## src/rtl/radio_pkg.sv

```systemverilog
// radio_pkg: helpers shared by the demapper chain (mapper, gray2bin, symbol_byte_packer).
//   bits_per_sym(order)      : number of bits carried by one symbol of a 2^k constellation
//   order_ok(order)          : constellation size is a power of two and at least 2
//   width_ok(order, width)   : a word of 'width' bits can hold at least one whole symbol
package radio_pkg;

  function automatic int unsigned bits_per_sym(input int unsigned order);
    return $clog2(order);
  endfunction

  function automatic bit order_ok(input int unsigned order);
    return (order >= 2) && ((order & (order - 1)) == 0);
  endfunction

  function automatic bit width_ok(input int unsigned order, input int unsigned width);
    return width >= bits_per_sym(order);
  endfunction

endpackage

```

## src/rtl/symbol_byte_packer_if.sv

```systemverilog
// symbol_byte_packer_if: symbol input stream plus packed-word output stream.
//   binary_code/dv/flush : demapped symbol bits, valid strobe, end-of-frame marker
//   out_data/out_last/out_valid/out_ready : packed word stream toward the byte sink
//   overflow             : sticky word-loss flag
// master = symbol source / word sink side, slave = packer side.
interface symbol_byte_packer_if #(
  parameter int unsigned BITS_PER_SYM = 4,
  parameter int unsigned OUT_WIDTH    = 8
);
  logic [BITS_PER_SYM-1:0] binary_code;
  logic                    dv;
  logic                    flush;
  logic [OUT_WIDTH-1:0]    out_data;
  logic                    out_last;
  logic                    out_valid;
  logic                    out_ready;
  logic                    overflow;

  modport master (
    output binary_code, dv, flush, out_ready,
    input  out_data, out_last, out_valid, overflow
  );

  modport slave (
    input  binary_code, dv, flush, out_ready,
    output out_data, out_last, out_valid, overflow
  );
endinterface

```

## src/rtl/packer_fifo.sv

```systemverilog
// packer_fifo: DEPTH x WIDTH synchronous FIFO with two ordered write ports and one read port.
//   wr0_en/wr0_data : first write of the cycle
//   wr1_en/wr1_data : second write, only honoured together with wr0_en, lands behind wr0
//   rd_en           : pop head (caller must not pop when empty)
//   rd_data         : current head entry
//   empty / free    : occupancy status, free = DEPTH - count
module packer_fifo #(
  parameter int unsigned DEPTH = 4,
  parameter int unsigned WIDTH = 9
) (
  input  logic                         clk,
  input  logic                         rst,
  input  logic                         wr0_en,
  input  logic [WIDTH-1:0]             wr0_data,
  input  logic                         wr1_en,
  input  logic [WIDTH-1:0]             wr1_data,
  input  logic                         rd_en,
  output logic [WIDTH-1:0]             rd_data,
  output logic                         empty,
  output logic [$clog2(DEPTH+1)-1:0]   free
);
  localparam int unsigned PW = $clog2(DEPTH);
  localparam int unsigned CW = $clog2(DEPTH + 1);

  logic [WIDTH-1:0] mem [DEPTH];
  logic [PW-1:0]    rd_ptr, wr_ptr, wr_ptr1;
  logic [CW-1:0]    count;
  logic             wr1_ok;

  // Pointers wrap explicitly so DEPTH need not be a power of two.
  function automatic logic [PW-1:0] inc(input logic [PW-1:0] p);
    return (p == PW'(DEPTH - 1)) ? '0 : p + PW'(1);
  endfunction

  always_comb begin
    wr_ptr1 = inc(wr_ptr);
    wr1_ok  = wr0_en & wr1_en;
  end

  always_ff @(posedge clk or posedge rst) begin
    if (rst) begin
      rd_ptr <= '0;
      wr_ptr <= '0;
      count  <= '0;
      for (int unsigned i = 0; i < DEPTH; i++) mem[i] <= '0;
    end else begin
      if (rd_en) rd_ptr <= inc(rd_ptr);
      if (wr0_en) begin
        mem[wr_ptr] <= wr0_data;
        wr_ptr      <= wr1_ok ? inc(wr_ptr1) : wr_ptr1;
      end
      if (wr1_ok) mem[wr_ptr1] <= wr1_data;
      count <= count - CW'(rd_en) + CW'(wr0_en) + CW'(wr1_ok);
    end
  end

  always_comb begin
    rd_data = mem[rd_ptr];
    empty   = (count == '0);
    free    = CW'(DEPTH) - count;
  end
endmodule

```

## src/rtl/symbol_byte_packer.sv

```systemverilog
// symbol_byte_packer: packs BITS_PER_SYM-bit symbols MSB-first into OUT_WIDTH-bit words.
//   clk, rst : rising-edge clock, asynchronous active-high reset
//   bus      : symbol_byte_packer_if.slave (binary_code/dv/flush in, out_* word stream out,
//              overflow sticky flag out)
// Words are buffered in packer_fifo because the symbol side cannot be stalled; words that do not
// fit are dropped in order and overflow is latched until reset.
module symbol_byte_packer
  import radio_pkg::*;
#(
  parameter int unsigned MODULATION_ORDER = 16,
  parameter int unsigned OUT_WIDTH        = 8,
  parameter int unsigned FIFO_DEPTH       = 4
) (
  input  logic                     clk,
  input  logic                     rst,
  symbol_byte_packer_if.slave      bus
);
  localparam int unsigned B   = bits_per_sym(MODULATION_ORDER);
  localparam int unsigned AW  = OUT_WIDTH + B;
  localparam int unsigned SW  = $clog2(AW) + 1;
  localparam int unsigned FW  = $clog2(FIFO_DEPTH + 1);
  localparam int unsigned AVW = FW + 1;
  localparam logic [SW-1:0] OW = SW'(OUT_WIDTH);
  localparam logic [SW-1:0] BW = SW'(B);

  if (!order_ok(MODULATION_ORDER)) begin : g_bad_order
    $error("MODULATION_ORDER must be a power of two >= 2");
  end
  if (!width_ok(MODULATION_ORDER, OUT_WIDTH)) begin : g_bad_width
    $error("OUT_WIDTH must be >= bits per symbol");
  end
  if (FIFO_DEPTH < 2) begin : g_bad_depth
    $error("FIFO_DEPTH must be >= 2");
  end

  // Residual bits are kept right-aligned in acc; only the low cnt bits are meaningful.
  logic [AW-1:0]        acc, acc_nxt, ext, rem;
  logic [SW-1:0]        cnt, cnt_nxt, n, n_rem;
  logic                 full;
  logic [OUT_WIDTH-1:0] full_word, res_word;
  logic                 push0, push1;
  logic [OUT_WIDTH:0]   d0, d1;
  logic                 pop, wr0, wr1, drop, empty, overflow;
  logic [FW-1:0]        free;
  logic [AVW-1:0]       avail;
  logic [OUT_WIDTH:0]   head;

  always_comb begin
    ext = acc;
    n   = cnt;
    if (bus.dv) begin
      ext = (acc << B) | AW'(bus.binary_code);
      n   = cnt + BW;
    end
    full      = (n >= OW);
    n_rem     = full ? n - OW : n;
    full_word = OUT_WIDTH'(ext >> (n - OW));
    rem       = ext & ((AW'(1) << n_rem) - AW'(1));
    // Left-align the residual; the zero fill below it becomes the LSB padding.
    res_word  = OUT_WIDTH'(rem << (OW - n_rem));

    acc_nxt = rem;
    cnt_nxt = n_rem;
    push0   = full;
    d0      = {1'b0, full_word};
    push1   = 1'b0;
    d1      = {1'b1, res_word};

    // The full word (if any) always goes first; the last flag lands on whichever word ends the frame.
    if (bus.flush) begin
      acc_nxt = '0;
      cnt_nxt = '0;
      if (full) begin
        if (n_rem != '0) push1 = 1'b1;
        else             d0[OUT_WIDTH] = 1'b1;
      end else if (n_rem != '0) begin
        push0 = 1'b1;
        d0    = {1'b1, res_word};
      end
    end
  end

  // Space freed by a same-cycle pop is usable by this cycle's pushes.
  always_comb begin
    pop   = bus.out_valid & bus.out_ready;
    avail = AVW'(free) + AVW'(pop);
    wr0   = push0 & (avail != '0);
    wr1   = push1 & (avail > AVW'(1));
    drop  = (push0 & ~wr0) | (push1 & ~wr1);
  end

  always_ff @(posedge clk or posedge rst) begin
    if (rst) begin
      acc      <= '0;
      cnt      <= '0;
      overflow <= 1'b0;
    end else begin
      acc <= acc_nxt;
      cnt <= cnt_nxt;
      if (drop) overflow <= 1'b1;
    end
  end

  packer_fifo #(
    .DEPTH (FIFO_DEPTH),
    .WIDTH (OUT_WIDTH + 1)
  ) u_fifo (
    .clk      (clk),
    .rst      (rst),
    .wr0_en   (wr0),
    .wr0_data (d0),
    .wr1_en   (wr1),
    .wr1_data (d1),
    .rd_en    (pop),
    .rd_data  (head),
    .empty    (empty),
    .free     (free)
  );

  always_comb begin
    bus.out_valid = ~empty;
    bus.out_data  = head[OUT_WIDTH-1:0];
    bus.out_last  = head[OUT_WIDTH];
    bus.overflow  = overflow;
  end
endmodule
```

## src/flat_wrapper.sv

```systemverilog
// flat-port wrapper written by rule: the top's interface ports become plain ports
module symbol_byte_packer_flat import radio_pkg::*;
#(
  parameter int unsigned MODULATION_ORDER = 16,
  parameter int unsigned OUT_WIDTH        = 8,
  parameter int unsigned FIFO_DEPTH       = 4
)
  (clk, rst, bus_binary_code, bus_dv, bus_flush, bus_out_ready, bus_out_data, bus_out_last, bus_out_valid, bus_overflow);
  symbol_byte_packer_if #(.OUT_WIDTH(OUT_WIDTH)) bus_i ();
  input  logic clk;
  input  logic rst;
  input wire logic [$bits(bus_i.binary_code)-1:0] bus_binary_code;
  input wire logic [$bits(bus_i.dv)-1:0] bus_dv;
  input wire logic [$bits(bus_i.flush)-1:0] bus_flush;
  input wire logic [$bits(bus_i.out_ready)-1:0] bus_out_ready;
  output wire logic [$bits(bus_i.out_data)-1:0] bus_out_data;
  output wire logic [$bits(bus_i.out_last)-1:0] bus_out_last;
  output wire logic [$bits(bus_i.out_valid)-1:0] bus_out_valid;
  output wire logic [$bits(bus_i.overflow)-1:0] bus_overflow;
  assign bus_i.binary_code = bus_binary_code;
  assign bus_i.dv = bus_dv;
  assign bus_i.flush = bus_flush;
  assign bus_i.out_ready = bus_out_ready;
  assign bus_out_data = bus_i.out_data;
  assign bus_out_last = bus_i.out_last;
  assign bus_out_valid = bus_i.out_valid;
  assign bus_overflow = bus_i.overflow;
  symbol_byte_packer #(.MODULATION_ORDER(MODULATION_ORDER), .OUT_WIDTH(OUT_WIDTH), .FIFO_DEPTH(FIFO_DEPTH)) u_core (.clk(clk), .rst(rst), .bus(bus_i));
endmodule
```

## config.mk

```make
export PLATFORM = sky130hd
export DESIGN_NAME = symbol_byte_packer_flat
export DESIGN_NICKNAME = d
export VERILOG_FILES = /design/src/rtl/radio_pkg.sv /design/src/rtl/symbol_byte_packer_if.sv /design/src/rtl/packer_fifo.sv /design/src/rtl/symbol_byte_packer.sv /design/src/flat_wrapper.sv
export SDC_FILE = /design/constraint.sdc
export NUM_CORES = 1
export LEC_CHECK = 0
export CELL_PAD_IN_SITES_DETAIL_PLACEMENT = 1
export CELL_PAD_IN_SITES_GLOBAL_PLACEMENT = 2
export CORE_MARGIN = 10
export CORE_UTILIZATION = 39
export DETAILED_ROUTE_END_ITERATION = 12
export PLACE_DENSITY = 0.83
export SETUP_SLACK_MARGIN = 0.1
export SLEW_MARGIN = 5
export SYNTH_ARGS = -nofsm -noshare
export SYNTH_HDL_FRONTEND = slang
export SYNTH_SLANG_ARGS = --single-unit
```

## constraint.sdc

```tcl
create_clock -name clk -period 4.8 [get_ports clk]
set_input_delay 1.44 -clock clk [delete_from_list [all_inputs] [get_ports clk]]
set_output_delay 1.44 -clock clk [all_outputs]
set_load 0.02 [all_outputs]
```

# Word-level counts from Yosys, hierarchy flattened
# Index checks and enable logic that the tools add are counted.
[classes]
add_sub_neg = 12
order_cmp = 7
eq_ne = 3
n_shift = 3
muxes = 30
n_bitwise = 15
n_reduce_logical = 5
[ops]
columns = ["cell", "count"]
rows = [
  ["$bwmux W36", 2],
  ["$mux W36", 2],
  ["$mux W9", 6],
  ["$demux W9 S2", 2],
  ["$mux W12", 2],
  ["$bmux W9 S2", 1],
  ["$mux W5", 3],
  ["$and A12 B12 Y12", 1],
  ["$or A12 B4 Y12", 1],
  ["$shl A1 B5 Y12 const A", 1],
  ["$shl A12 B5 Y8", 1],
  ["$shr A12 B5 Y8", 1],
  ["$sub A12 B1 Y12 const B", 1],
  ["$ge A3 B3 Y1 const B", 3],
  ["$not A2 Y3", 3],
  ["$mux W2", 4],
  ["$mux W8", 1],
  ["$mux W1", 7],
  ["$add A2 B1 Y2 const B", 3],
  ["$add A3 B1 Y3", 2],
  ["$and A1 B1 Y1", 6],
  ["$eq A2 B2 Y1 const B", 3],
  ["$lt A3 B1 Y1 const B", 2],
  ["$add A5 B3 Y5 const B", 1],
  ["other kinds (13)", 16],
]
[totals]
register_bits = 61
inputBits = 9
out_inout_bits = 11
word_cells = 85

# Logic depth before layout (Yosys ltp)
# Gate-level depths: netlist of run 1.
[depth]
word_depth = 15
depth_mapped = 20
depth_no_buf = 19

# Cells and area by module
# From an unflattened synthesis of run 1, not the netlist that was laid out.
[unflattened]
cells_unflattened = 418
hier_area_um2 = 4003.8
[by_module_without_submodules]
columns = ["mod", "n_inst", "cells_per_inst", "area_each_um2", "seq_area_each_um2"]
rows = [
  ["packer_fifo", 1, 215, 2368.5, 1076.0],
  ["symbol_byte_packer", 1, 203, 1635.3, 400.4],
]

# Worst setup path after synthesis of run 1
# No wires, ideal clock.
[synth_path]
kind = "input port to flip-flop"
from = "input port bus_dv"
to = "register u_core.u_fifo.count[2]"
setup_time_ns = 0.123
t_arrival_ns = 5.304
required_ns = 4.677
slack_ns = -0.627
stages = 19
n_path_buf = 2
cell_sequence = "buf_2 -> mux2i_1 -> ha_1 -> and2_1 -> mux2_2 -> or2_2 -> clkbuf_1 -> xnor2_1 -> ha_1 -> nand2_1 -> inv_1 -> ha_1 -> nand2b_1 -> o31a_4 -> a21oi_2 -> fa_1 -> fa_1 -> xnor2_1 -> xnor2_1"
[synth_between]
elab_chain_len = 10
word_cells_on_any_way = 15
classes_between = "add/sub (3); order compare (1); mux (7); bitwise (3); reduce/logical (1)"
[synth_lines]
columns = ["element", "line_no", "rtl"]
rows = [
  ["start: declaration", "flat_wrapper.sv:13", "input wire logic [$bits(bus_i.dv)-1:0] bus_dv;"],
  ["$mux W5 (*)", "symbol_byte_packer.sv:51", "if (bus.dv) begin"],
  ["$sub A5 B4 Y5 / $ge A5 B4 Y1 (equally long branches)", "symbol_byte_packer.sv:56, symbol_byte_packer.sv:55", ""],
  ["$mux W5", "symbol_byte_packer.sv:56", "n_rem = full ? n - OW : n;"],
  ["$reduce_bool A5 Y1", "symbol_byte_packer.sv:76", "end else if (n_rem != '0) begin"],
  ["$mux W1", "symbol_byte_packer.sv:76", ""],
  ["$mux W1", "symbol_byte_packer.sv:73", "if (full) begin"],
  ["$mux W1 (*)", "symbol_byte_packer.sv:70", "if (bus.flush) begin"],
  ["$and A1 B1 Y1 (*)", "symbol_byte_packer.sv:87", "wr0 = push0 & (avail != '0);"],
  ["net u_core.u_fifo.wr0_en", "packer_fifo.sv:13", "input logic wr0_en,"],
  ["$add A3 B1 Y3 / $and A1 B1 Y1 (equally long branches)", "packer_fifo.sv:53, packer_fifo.sv:37", ""],
  ["$add A3 B1 Y3 (*)", "packer_fifo.sv:53", "count <= count - CW'(rd_en) + CW'(wr0_en) + CW'(wr1_ok);"],
  ["end signal: assignment", "packer_fifo.sv:53", ""],
  ["end: declaration", "packer_fifo.sv:27", "logic [CW-1:0] count;"],
]
# The timed path passes the listed nets; every way through them passes the cells marked *.
# A chain may end at the register's enable or synchronous reset.

# Final worst setup path of run 1
[layout_path]
from = "input port bus_dv"
to = "register u_core.u_fifo.mem[27] (netlist bit)"
[layout_between]
elab_chain_len = 14
word_cells_on_any_way = 27
classes_between = "add/sub (3); order compare (1); shift (3); mux (15); bitwise (4); reduce/logical (1)"
[layout_lines]
columns = ["element", "line_no", "rtl"]
rows = [
  ["$mux W5", "symbol_byte_packer.sv:51", ""],
  ["$sub A5 B4 Y5 / $ge A5 B4 Y1 (equally long branches)", "symbol_byte_packer.sv:56, symbol_byte_packer.sv:57, symbol_byte_packer.sv:55", ""],
  ["$mux W5", "symbol_byte_packer.sv:56", ""],
  ["$shl A1 B5 Y12", "symbol_byte_packer.sv:58", "rem = ext & ((AW'(1) << n_rem) - AW'(1));"],
  ["$sub A12 B1 Y12", "symbol_byte_packer.sv:58", ""],
  ["$and A12 B12 Y12", "symbol_byte_packer.sv:58", ""],
  ["$shl A12 B5 Y8", "symbol_byte_packer.sv:60", "res_word = OUT_WIDTH'(rem << (OW - n_rem));"],
  ["$mux W9", "symbol_byte_packer.sv:76", ""],
  ["$mux W8", "symbol_byte_packer.sv:73", ""],
  ["$mux W9", "symbol_byte_packer.sv:70", ""],
  ["$bwmux W36", "packer_fifo.sv:49", "mem[wr_ptr] <= wr0_data;"],
  ["$mux W36", "packer_fifo.sv:48", "if (wr0_en) begin"],
  ["$bwmux W36", "packer_fifo.sv:52", "if (wr1_ok) mem[wr_ptr1] <= wr1_data;"],
  ["$mux W36 (*)", "packer_fifo.sv:52", ""],
  ["end signal: indexed assignment", "packer_fifo.sv:49", ""],
  ["end signal: indexed assignment", "packer_fifo.sv:52", ""],
  ["end: declaration", "packer_fifo.sv:25", "logic [WIDTH-1:0] mem [DEPTH];"],
]
# Every way passes the cells marked *; elsewhere a longest branch is shown, timed or not.

==> results of run 1 <==
placed cells by master, fill, tap and decap left out, types with 3 or more instances in the layout:
| cell type | instances |
|---|---|
| a21oi_1 | 15 |
| a31oi_1 | 8 |
| and3_1 | 4 |
| and3b_1 | 3 |
| buf_12 | 4 |
| buf_4 | 63 |
| clkbuf_8 | 12 |
| clkdlybuf4s50_1 | 18 |
| dfrtp_1 | 59 |
| ha_1 | 20 |
| inv_1 | 13 |
| mux2_2 | 7 |
| mux2i_1 | 28 |
| mux4_2 | 9 |
| nand2_1 | 53 |
| nand3_1 | 4 |
| nor2_1 | 41 |
| nor2b_1 | 6 |
| nor3_1 | 4 |
| nor3b_1 | 3 |
| o211a_1 | 3 |
| o211ai_1 | 10 |
| o211ai_2 | 3 |
| o21ai_0 | 29 |
| o22ai_1 | 13 |
| o22ai_2 | 3 |
| o31ai_1 | 5 |
| or3_1 | 4 |
| xnor2_1 | 5 |
layer usage:
| layer | share of wire (%) | GRT usage, % |
|---|---|---|
| met4 | 2.0 | 6.557 |
| met3 | 2.8 | 2.544 |
| met1 | 44 | 20.85 |
| met2 | 51 | 30.55 |
| met5 | 0 | 0 |
worst paths after layout:
check,cells past startpoint,start,slack [ps],end
setup / recovery,19,bus_dv,270,u_core.u_fifo.mem[27]
min in group asynchronous,2,rst,1450,u_core.acc[5]
hold reg to reg,1,u_core.bus.overflow,470,u_core.bus.overflow
max in group asynchronous,3,rst,2420,u_core.u_fifo.mem[19]
setup reg to reg,20,u_core.cnt[2],750,u_core.u_fifo.mem[27]
hold / removal,1,u_core.bus.overflow,470,u_core.bus.overflow
cell families after synthesis:
family / Yosys count
simple gates: 139
compound gates: 107
flops: 59
mux: 47
buf+inv: 35
fa+ha+maj: 25
xor+xnor: 7
other cells: 1
repair_timing:
action                                  4_1_cts  5_1_grt
pin swaps                                     5        8
buffers inserted                              1        1
endpoints found under the setup margin       12        7
cloned                                        0        0
gates resized for setup                       3        4
flip-flops by register name, indices dropped and copies added, names as in the netlist:
register / count
u_core.u_fifo.count: 3
u_core.u_fifo.rd_ptr: 2
u_core.cnt: 3
u_core.bus.overflow: 1
u_core.u_fifo.wr_ptr: 2
u_core.u_fifo.mem: 36
u_core.acc: 12
cell type report:
type                       count  area (um^2)
fill                        1175         4997
multi-input combinational    326         2536
sequential                    59         1476
timing repair buffer          87        753.2
tap                          136        170.2
clock buffer                  13        168.9
clock inverter                 3        68.82
inverter                      16        60.06
worst max-delay path, stage by stage:
cell and delay, ps:
dlygate4sd2_1 250, buf_6 120, buf_4 140, or3b_4 390, and3_1 210, or2_4 280
xnor2_4 140, ha_4 170, nand2_2 70, buf_4 100, ha_1 160, o211ai_1 130
buf_4 180, buf_4 140, or3_1 420, buf_4 210, nand2_1 60, a21oi_1 40
a31oi_1 140
power breakdown:
| group | internal [mW] | switching, mW |
|---|---|---|
| Sequential | 0.692 | 0.166 |
| Combinational | 1.28 | 1.42 |
| Clock | 0.336 | 0.211 |
==> results.sh, run 1 <==
export IMPL_ir_worst_vdd_v=0.0004384
export IMPL_final_net_count=533
export IMPL_synth_edff_count=0
export IMPL_final_area_um2=5234
export IMPL_grt_pass1_wl_um=20420
export IMPL_startpoint_type="input pin"
export IMPL_synth_top_family_by_area="compound AO/OA/AOI/OAI gates"
export IMPL_rsz0062_at_grt="false"
export IMPL_slew_violations=0
export IMPL_final_hold_viol_count=0
export IMPL_fp_dieW_um=121.9
export IMPL_dr_pass1_iters=4
export IMPL_grt_antenna_before_repair=0
export IMPL_grt_pass1_vias=3913
export IMPL_ant_nets=0
export IMPL_synthTopCellsByCount="dfrtp_1, nand2_1, nor2_1"
export IMPL_drive_above_1_share_pct=27.18
export IMPL_finalSetupViolations=0
export IMPL_place_ws_ps=-373.2
export IMPL_fin_setup_tns_ps=0
export IMPL_cp_arrival_ps=4810
export IMPL_leakagePower_nw=2.429
export IMPL_wl_um=12470
export IMPL_layout_setup_ws_ps=266.0
export IMPL_first_iter_violations=155
export IMPL_overflow=0
export IMPL_skew_ps=10.37
export IMPL_post_synth_top_count_cell="dfrtp_1"
export IMPL_track_usage_pct=17.35
export IMPL_power_mw=4.105
export IMPL_synth_top_cell_area_share_pct=36.48
export IMPL_cts_root_buffer_cell="clkbuf_8"
export IMPL_clock_latency_ps=350
export IMPL_final_core_util_pct=51.16
export IMPL_hold_ws_ps=465.5
export IMPL_die_h_um=121.9
export IMPL_core_um2=10230
export IMPL_io_buffers=19
export IMPL_synthTopCellsByArea="dfrtp_1, mux2i_1, ha_1"
export IMPL_clock_sinks=59
export IMPL_final_cells=640
export IMPL_placed_area_um2=4957
export IMPL_synthXorXnorAreaFrac_pct=1.515
export IMPL_synth_flop_cell="dfrtp_1"
export IMPL_num_vias=3577
export IMPL_avgSynthCellArea_um2=9.637
export IMPL_htree_num_levels=3
export IMPL_die_area_um2=14850
export IMPL_antenna_cells=0
export IMPL_start_util_pct=39.56
export IMPL_ys_ff_latch=59
export IMPL_worst_pin_slew_ps=754.8
export IMPL_fin_crit_ps=4534
export IMPL_wl_per_cell_um=19.48
export IMPL_syn_to_final_growth_pct=29.30
export IMPL_cts_inserted_buffers=9
export IMPL_postSynthCellCount=420
export IMPL_yosysTopAreaCell="dfrtp_1"
export IMPL_synthesis_nets=454
export IMPL_crit_fanout=6
export IMPL_async_flop_share_pct=100.0
export IMPL_synth_compound_area_share_pct=19.13
export IMPL_yosys_warnings=0
export IMPL_clockBufferDepth=2
export IMPL_synth_adder_area_share_pct=8.099
export IMPL_synthesis_area_um2=4048
export IMPL_ioPinCount=20
export IMPL_hp_class="reg -> reg"
export IMPL_worstSetupPathType="in -> reg"
export IMPL_maxCapViolCount=0
export IMPL_rows=37
export IMPL_grt_max_degree=40
export IMPL_ys_seq_area_share_pct=36.48
export IMPL_status="finished, final reports clean"
export IMPL_cts_clk_slew_worst_paths_ps=70
export IMPL_cts_hold_buf=0
export IMPL_hpwl_um=9282
export IMPL_slew_headroom_pct=49.68
export IMPL_fmax_mhz=220.6
export IMPL_power_density_nw_per_um2=784.3
export IMPL_viasPerCell=5.589
export IMPL_period_share_pct=94.46
export IMPL_cts_tree="done"
export IMPL_synth_simple_gate_area_share_pct=16.45
export IMPL_end_kind="flip-flop"
export IMPL_required_ps=5070
export IMPL_drc=0
export IMPL_place_inst=622
export IMPL_gp_congestion=0.8479
export IMPL_synthMuxAreaShare_pct=14.74
export IMPL_ys_types=58
Note: power is estimated with default switching activity, not from simulation.
==> inputs of run 2 (changes only) <==
--- a/config.mk
+++ b/config.mk
@@ -9,8 +9,9 @@
 export CELL_PAD_IN_SITES_GLOBAL_PLACEMENT = 2
 export CORE_MARGIN = 10
 export CORE_UTILIZATION = 39
+export CTS_CLUSTER_DIAMETER = 120
 export DETAILED_ROUTE_END_ITERATION = 12
-export PLACE_DENSITY = 0.83
+export PLACE_DENSITY_LB_ADDON = 0.1
 export SETUP_SLACK_MARGIN = 0.1
 export SLEW_MARGIN = 5
 export SYNTH_ARGS = -nofsm -noshare
==> results.sh, run 2 (synthesized netlist as in run 1, its figures left out) <==
export IMPL_status="finished, final reports clean"
export IMPL_first_iter_violations=123
export IMPL_required_ps=5050
export IMPL_cp_slowest_cell="fa_2"
export IMPL_rsz0062_at_grt="false"
export IMPL_drc=0
export IMPL_overflow=0
export IMPL_clock_latency_ps=360
export IMPL_timing_rr_start="u_core.cnt[2]"
export IMPL_fmax_mhz=219.3
export IMPL_final_net_count=535
export IMPL_largest_reg_flops=36
export IMPL_ant_nets=0
export IMPL_grt_max_degree=32
export IMPL_fin_crit_ps=4560
export IMPL_final_common_cell="buf_4"
export IMPL_cts_inserted_buffers=9
export IMPL_worst_pin_slew_ps=732.4
export IMPL_maxCapViolCount=0
export IMPL_clockBufferDepth=2
export IMPL_num_vias=3521
export IMPL_ir_worst_vdd_v=0.0004632
export IMPL_gp_congestion=0.7969
export IMPL_io_buffers=19
export IMPL_hp_class="reg -> reg"
export IMPL_die_area_um2=14850
export IMPL_regMostFlops="u_core.u_fifo.mem"
export IMPL_most_common_layout_cells="buf_4, dfrtp_1, nand2_1, nor2_1, o21ai_0"
export IMPL_final_hold_viol_count=0
export IMPL_cts_tree="done"
export IMPL_grt_pass1_vias=3806
export IMPL_wl_per_cell_um=19.36
export IMPL_hp_start="u_core.bus.overflow"
export IMPL_ff2ff_setup_slack_ps=690
export IMPL_rows=37
export IMPL_layout_setup_ws_ps=239.7
export IMPL_final_cells=642
export IMPL_crit_fanout=3
export IMPL_core_um2=10230
export IMPL_reg2regPathDepth=19
export IMPL_track_usage_pct=17.68
export IMPL_place_ws_ps=-372.0
export IMPL_cts_clk_slew_worst_paths_ps=70
export IMPL_grt_pass1_wl_um=20270
export IMPL_clock_sinks=59
export IMPL_fp_dieW_um=121.9
export IMPL_hpwl_um=9547
export IMPL_ioPinCount=20
export IMPL_die_h_um=121.9
export IMPL_period_share_pct=95.01
export IMPL_grt_antenna_before_repair=0
export IMPL_cts_root_buffer_cell="clkbuf_8"
export IMPL_nFillCells=1177
export IMPL_cpPeakStageDelay_ps=360
export IMPL_htree_num_levels=3
export IMPL_worstSetupPathType="in -> reg"
export IMPL_end_kind="flip-flop"
export IMPL_top_regs="u_core.u_fifo.mem: 36 flops, u_core.acc: 12 flops"
export IMPL_rr_endpoint="u_core.u_fifo.count[2]"
export IMPL_hold_ws_ps=463.8
export IMPL_drive_above_1_share_pct=26.68
export IMPL_power_density_nw_per_um2=771.1
export IMPL_syn_to_final_growth_pct=27.70
export IMPL_wl_um=12430
export IMPL_hold_depth=1
export IMPL_slew_violations=0
export IMPL_slew_headroom_pct=51.18
export IMPL_start_util_pct=39.56
export IMPL_skew_ps=9.760
export IMPL_finalSetupViolations=0
export IMPL_dr_pass1_iters=4
export IMPL_hold_path_end="u_core.bus.overflow"
export IMPL_place_inst=625
export IMPL_crit_chain="dlygate4sd2_1, buf_6, mux2i_4, ha_4, nor2b_1, mux2_4, or2_4, xnor2_4, ha_2, nand2_1, inv_1, ha_2, nand2b_4, o31a_4, a21oi_4, fa_2, fa_2, xnor2_2, xnor2_1"
export IMPL_leakagePower_nw=2.411
export IMPL_viasPerCell=5.484
export IMPL_cp_arrival_ps=4810
export IMPL_startpoint_type="input pin"
export IMPL_antenna_cells=0
## run 2: cell type report
cell class / count / area (um^2) / area share, %
multi-input cells: 326 / 2515 / 48.66
flip-flops and latches: 59 / 1476 / 28.56
repair buffers: 89 / 743.2 / 14.38
well taps: 136 / 170.2 / 3.292
clock buffers: 12 / 155.1 / 3.002
inverters: 16 / 60.06 / 1.162
clock inverters: 4 / 48.80 / 0.9441
## run 2: what timing repair did
item	CTS	global route
cloned	0	0
hold endpoints to repair	0	0
pin swaps	3	3
gates resized for setup	2	0
buffers inserted	1	0
setup endpoints to repair	1	2
hold buffers	0	0
## run 2: how the worst max path moves through the flow
stage / startpoint / endpoint / slack [ps]
final: bus_dv / u_core.u_fifo.count[2] / 240
after global placement: bus_dv / u_core.u_fifo.count[2] / -260
after detailed placement: bus_dv / u_core.u_fifo.count[2] / -370
after CTS: bus_dv / u_core.u_fifo.count[2] / 170
after global routing: bus_dv / u_core.u_fifo.count[2] / 110
after floorplan: bus_dv / u_core.u_fifo.count[2] / -160
## run 2: per-stage QoR
stage               cell area (um^2)  TNS, ps  power [mW]  utilization (%)
detailed placement              4955    -6723       3.508            48.43
global route                    5169        0       4.327            50.52
floorplan                       4158   -171.2       2.462                -
global placement                4955    -3935       3.406            48.43
finish                          5169        0       3.986            50.52
CTS                             5169        0       4.031            50.52
## run 2: critical path, delay by kind of cell
kind,cells,cell delay (ps)
and+or+nand+nor,4,610
adders and majority gates,5,1240
xor gates and xnor gates,3,430
AOI/OAI and AO/OA,2,190
muxes,2,460
buffers and inverters,3,460
## run 2: power by group
part,switching [mW],internal [mW],total (mW)
sequential,0.169,0.692,0.861
clock,0.218,0.267,0.486
combinational,1.38,1.26,2.64
## run 2: metal layers
layer  vias to the layer above  track usage (%)  part of all wire (%)
met2                        46            28.97                    50
li1                       1683                -                     -
met5                         -                0                     0
met1                      1779            22.59                    46
met4                         0            5.663                   1.2
met3                        13            4.024                   3.5
==> RTL change 1: new RTL, flow settings as in run 1 <==
`OUT_WIDTH` is set to 8 in 3 places; all go to 4.
--- a/src/rtl/symbol_byte_packer_if.sv
+++ b/src/rtl/symbol_byte_packer_if.sv
@@ -5,7 +5,7 @@
 // master = symbol source / word sink side, slave = packer side.
 interface symbol_byte_packer_if #(
   parameter int unsigned BITS_PER_SYM = 4,
-  parameter int unsigned OUT_WIDTH    = 8
+  parameter int unsigned OUT_WIDTH    = 4
 );
   logic [BITS_PER_SYM-1:0] binary_code;
   logic                    dv;
--- a/src/rtl/symbol_byte_packer.sv
+++ b/src/rtl/symbol_byte_packer.sv
@@ -8,7 +8,7 @@
   import radio_pkg::*;
 #(
   parameter int unsigned MODULATION_ORDER = 16,
-  parameter int unsigned OUT_WIDTH        = 8,
+  parameter int unsigned OUT_WIDTH        = 4,
   parameter int unsigned FIFO_DEPTH       = 4
 ) (
   input  logic                     clk,
--- a/src/flat_wrapper.sv
+++ b/src/flat_wrapper.sv
@@ -2,7 +2,7 @@
 module symbol_byte_packer_flat import radio_pkg::*;
 #(
   parameter int unsigned MODULATION_ORDER = 16,
-  parameter int unsigned OUT_WIDTH        = 8,
+  parameter int unsigned OUT_WIDTH        = 4,
   parameter int unsigned FIFO_DEPTH       = 4
 )
   (clk, rst, bus_binary_code, bus_dv, bus_flush, bus_out_ready, bus_out_data, bus_out_last, bus_out_valid, bus_overflow);
Interface: changed (resized bus_out_data); port bits go from 20 to 16. No check against the original RTL was run, so the function may have changed too.
==> RTL change 1 against run 1 <==
  * Power is 61% lower
  * Sequential cell count is 21 lower
  * Register-to-register slack better by 0.80 ns
  * Worst setup slack better by 0.21 ns
  * Worst hold slack better by 0.014 ns
  * Synthesized area is 38% lower
  * Synthesized cell count is 43% lower
  * Clock skew is 0.0070 ns lower
  * Count of clock-buffer cells in the layout is 8 lower
  * Global-route usage is 4.9 points lower
  * Design area is 44% lower
  * Routed wire length is 52% lower
  * Fmax is 4.9% higher
  * Sequential power is 40% lower
  * Critical endpoint is now u_core.u_fifo.count[2]$_DFF_PP0_
==> RTL change 1: results (changes against run 1) <==
| Metric | Value |
|---|---|
| LEAKAGE | `0.00138 uW (-43%)` |
| Dpl hpwl | `4.50 mm (-52%)` |
| CP Max Fanout | `4 (-2)` |
| CP startpoint | `bus_dv` |
| Worst path max stage delay | `0.56 ns (+0.14 ns)` |
| Slowest cell on crit path | `clkdlybuf4s50_1` |
| Clock Latency Late Sink | `0.29 ns (-0.06 ns)` |
| Resize count post-CTS | `0 (-3)` |
| CP delay by family, top | `adder cells` |
| Top sig layer | `met4` |
| Fraction of synthesized area in multiplexers | `17.0% (+2.2 points)` |
| Reg2Reg Setup Slack | `1.55 ns (+0.80 ns)` |
| All-layer global routing usage | `12.4% (-4.9 points)` |
| Largest net degree at the start of global routing | `39 (-2.5%)` |
| Iteration-0 DRC Markers | `52 (-66%)` |
| Clock Tree Root | `clkbuf_8` |
| Top Registers | `u_core.u_fifo.mem x20, u_core.acc x8, u_core.u_fifo.count x3` |
| Syn nets | `272 (-40%)` |
| Met1 WL | `2.93 mm (-46%)` |
| Crit path DAT | `4.54 ns (-0.27 ns)` |
| Met1 usage | `16.3% (-4.6 points)` |
| Ranking of synthesized cells by area | `dfrtp_1, ha_1, mux2i_1, mux4_2, mux2_2` |
| Worst hold margin | `0.480 ns (+0.0142 ns)` |
| Final wirelength | `5.97 mm (-52%)` |
| Reg2Reg Depth | `14 (-30%)` |
| Worst-case vdd ir drop | `254 uV (-42%)` |
| Port Buffers | `15 (-4)` |
| Via density per instance | `5.37 (-3.9%)` |
| Adder-Cell Fraction of Synth Area | `12.6% (+4.5 points)` |
| Post-Synth XOR/XNOR Area | `1.75% (+0.24 points)` |
| Layout cells sized above 1 | `16.2% (-11 points)` |
| CP Capture Point | `u_core.u_fifo.count[2]$_DFF_PP0_` |
| First-pass GRT wire length | `10.2 mm (-50%)` |
| Layout Skew | `0.00340 ns (-0.00698 ns)` |
| Met3 wire len | `152 um (-56%)` |
| Final nets | `297 (-44%)` |
| Compound-Gate Fraction of Synth Area | `14.2% (-4.9 points)` |
| Synth top cells by count | `dfrtp_1, nand2_1, ha_1` |
| Max Buffers Root-to-Sink | `2 (unchanged)` |
| Routed met2 length | `2.83 mm (-56%)` |
| Num CTS Buffers | `5 (-4)` |
| P_sw | `604 uW (-66%)` |
| DP Area | `2780 um^2 (-44%)` |
| Initial antenna violation count | `0 (unchanged)` |
| Routing usage on met2 | `20.3% (-10 points)` |
| Normalized max-slew margin | `56.5% (+6.9 points)` |
| Post-CTS Setup Inserts | `0 (-1)` |
| Global Route met3 Usage | `2.34% (-0.21 points)` |
| H-tree Lvls | `2 (-1)` |
| Max FFs per register | `20 (-44%)` |
| Final setup vio count | `0 (unchanged)` |
| Gpl congestion | `0.761 (-10%)` |
| FF-to-FF Start | `u_core.u_fifo.count[1]$_DFF_PP0_` |
| Ys flop type | `dfrtp_1` |
| Sequential element share of the synthesized area | `38.0% (+1.6 points)` |
| Status | `finished, final reports clean` |
| Vias in the first global route | `1998 (-49%)` |
| Number of library cell types mapped by synthesis | `42 (-28%)` |
RTL change 1: through the flow:
stage | total power (uW) | util, % | cells | setup slack (ns)
floorplan | 1050 | - | 239 | 0.340
global placement | 1250 | 44.3 | 334 | 0.256
detailed placement | 1270 | 44.3 | 334 | 0.175
CTS | 1620 | 46.5 | 342 | 0.477
global route | 1720 | 46.5 | 342 | 0.316
finish | 1590 | 46.5 | 342 | 0.478
RTL change 1: cell type report:
cell class                      instances  area [um^2]
Clock inverter                          3         68.8
Timing Repair Buffer                   25          225
Multi-Input combinational cell        180         1460
Inverter                               14         52.6
Tap cell                               77         96.3
Fill cell                             722         3360
Sequential cell                        38          951
Clock buffer                            5         68.8
RTL change 1: power by group through the flow:
stage               sequential (uW)  clock (uW)  combinational [uW]
floorplan                       484           0                 562
global placement                515           0                 736
detailed placement              521           0                 753
CTS                             514         344                 758
global route                    531         356                 833
finish                          511         332                 746
==> RTL change 2: new RTL, config.mk and constraints of run 1 <==
Made on the original files. Reset style: synchronous (`rst`), changed in 2 clocked blocks. Comments in the files are not updated.
--- a/src/rtl/packer_fifo.sv
+++ b/src/rtl/packer_fifo.sv
@@ -37,7 +37,7 @@
     wr1_ok  = wr0_en & wr1_en;
   end
 
-  always_ff @(posedge clk or posedge rst) begin
+  always_ff @(posedge clk) begin
     if (rst) begin
       rd_ptr <= '0;
       wr_ptr <= '0;
--- a/src/rtl/symbol_byte_packer.sv
+++ b/src/rtl/symbol_byte_packer.sv
@@ -89,7 +89,7 @@
     drop  = (push0 & ~wr0) | (push1 & ~wr1);
   end
 
-  always_ff @(posedge clk or posedge rst) begin
+  always_ff @(posedge clk) begin
     if (rst) begin
       acc      <= '0;
       cnt      <= '0;
Function: differs if rst is asserted again (counterexample within 4 cycles, from zero or initial values and one cycle with rst high); with rst held inactive, the same outputs for 4 cycles.
==> RTL change 2 against run 1 <==
  * Die area fell by 8.1%
  * Design area fell by 20%
  * Synthesized cell count fell by 18%
  * Cell count fell by 24%
  * Synthesized area fell by 9.6%
  * Sequential cell count rose by 2
  * Utilization fell by 5.7 points
  * Worst setup slack improved by 0.36 ns
  * Global-route usage fell by 3.0 points
  * Routed wire length fell by 25%
Power is not compared: it rests on default switching activity, and its combinational part moved more than twofold at a synthesized area within 25%.
==> RTL change 2: results (changes against run 1) <==
| Metric | Value |
|---|---|
| Met1 WL | `4.64 mm (-15%)` |
| Hold Crit Depth | `2 (+1)` |
| Dpl hpwl | `7.06 mm (-24%)` |
| RR Endpoint | `u_core.u_fifo.mem[3][5]$_DFFE_PP_` |
| Final nets | `400 (-25%)` |
| Met3 wire len | `372 um (+6.6%)` |
| Post-CTS Setup Inserts | `0 (-1)` |
| Syn nets | `376 (-17%)` |
| Number of library cell types mapped by synthesis | `60 (+3.4%)` |
| Worst path max stage delay | `0.47 ns (+0.05 ns)` |
| Met1 usage | `19.6% (-1.2 points)` |
| Cells after DPL | `470 (-24%)` |
| Iteration-0 DRC Markers | `176 (+14%)` |
| FF-to-FF Start | `u_core.cnt[2]$_SDFF_PP0_` |
| DP Area | `3970 um^2 (-20%)` |
| Layout cells sized above 1 | `14.4% (-13 points)` |
| All-layer global routing usage | `14.4% (-3.0 points)` |
| Hold_sp | `u_core.u_fifo.mem[3][8]$_SDFFE_PP1P_` |
| Post-synth EDFFs | `32 (+32)` |
| Via density per instance | `5.87 (+5.0%)` |
| Min-Delay Endpoint | `u_core.u_fifo.mem[3][8]$_SDFFE_PP1P_` |
| Resize count post-CTS | `0 (-3)` |
| Sequential element share of the synthesized area | `42.1% (+5.7 points)` |
| Vias in the first global route | `2929 (-25%)` |
| First-pass GRT wire length | `15.5 mm (-24%)` |
| Mapped Cells | `346 (-18%)` |
| Final wirelength | `9.33 mm (-25%)` |
| FFs w/ async S/R, synth | `0% (-100 points)` |
| Reg2Reg Setup Slack | `1.32 ns (+0.57 ns)` |
| Global Route met3 Usage | `3.06% (+0.51 points)` |
| Routing usage on met2 | `22.4% (-8.2 points)` |
| Drt wl/cell | `19.2 um (-1.5%)` |
| Gpl congestion | `0.891 (+5.1%)` |
| Routed met2 length | `4.22 mm (-34%)` |
| Slowest cell on crit path | `clkdlybuf4s50_1` |
| CP Max Fanout | `11 (+5)` |
| Ys flop type | `edfxtp_1` |
| Status | `finished, final reports clean` |
| Fillers | `1041 (-11%)` |
| Crit path DAT | `4.23 ns (-0.58 ns)` |
| CP delay by family, top | `compound AO/OA/AOI/OAI gates` |
| Ranking of synthesized cells by area | `edfxtp_1, dfxtp_1, ha_1, o22ai_1, mux4_2` |
| Reg2Reg Depth | `11 (-45%)` |
| Layout Skew | `0.00942 ns (-0.000949 ns)` |
==> RTL change 2: worst max-delay path by stage <==
| stage | startpoint | to | slack [ns] |
|---|---|---|---|
| after global routing | bus_dv | u_core.u_fifo.count[2]$_SDFF_PP0_ | 0.42 |
| after global placement | bus_dv | u_core.u_fifo.mem[1][5]$_DFFE_PP_ | 0.34 |
| final | bus_dv | u_core.u_fifo.mem[1][4]$_DFFE_PP_ | 0.63 |
| after CTS | bus_dv | u_core.u_fifo.mem[1][5]$_DFFE_PP_ | 0.65 |
| after floorplan | bus_dv | u_core.u_fifo.count[1]$_SDFF_PP0_ | 0.48 |
| after detailed placement | bus_dv | u_core.u_fifo.mem[1][5]$_DFFE_PP_ | 0.29 |
==> RTL change 2: tightest hold or removal path: stages (launching register included) <==
cell,delay [ns]
dfxtp_1,0.32
o21ai_0,0.07
a31oi_1,0.07
==> RTL change 2: logic make-up after synthesis <==
family	after synthesis	synth area share, %
xor+xnor	7	1.88
fa+ha+maj	21	7.59
simple gates	111	15.3
compound gates	89	18.8
flops	61	42.1
mux	27	10.6
buf+inv	30	3.76
==> RTL change 2: report_power, final <==
group	switching (uW)	leakage (uW)	total (uW)	internal [uW]
clock network	242	0.0000968	489	246
registers	61.6	0.000568	668	606
logic	332	0.000820	582	250
==> RTL change 2: cell type report <==
type,count,area share [%]
clock buffer,9,2.96
tap,111,3.32
multi-input combinational,255,47.4
sequential,61,36.9
clock inverter,7,1.92
timing repair buffer,28,6.17
inverter,15,1.35
==> RTL change 2: metrics by stage <==
step,hold slack [ns],util [%],worst slack [ns]
final,0.503,45.4,0.627
after global routing,0.519,45.4,0.424
after CTS,0.498,45.4,0.648
after detailed placement,0.502,43.2,0.289
after global placement,0.480,43.2,0.344
after floorplan,0.460,-,0.477
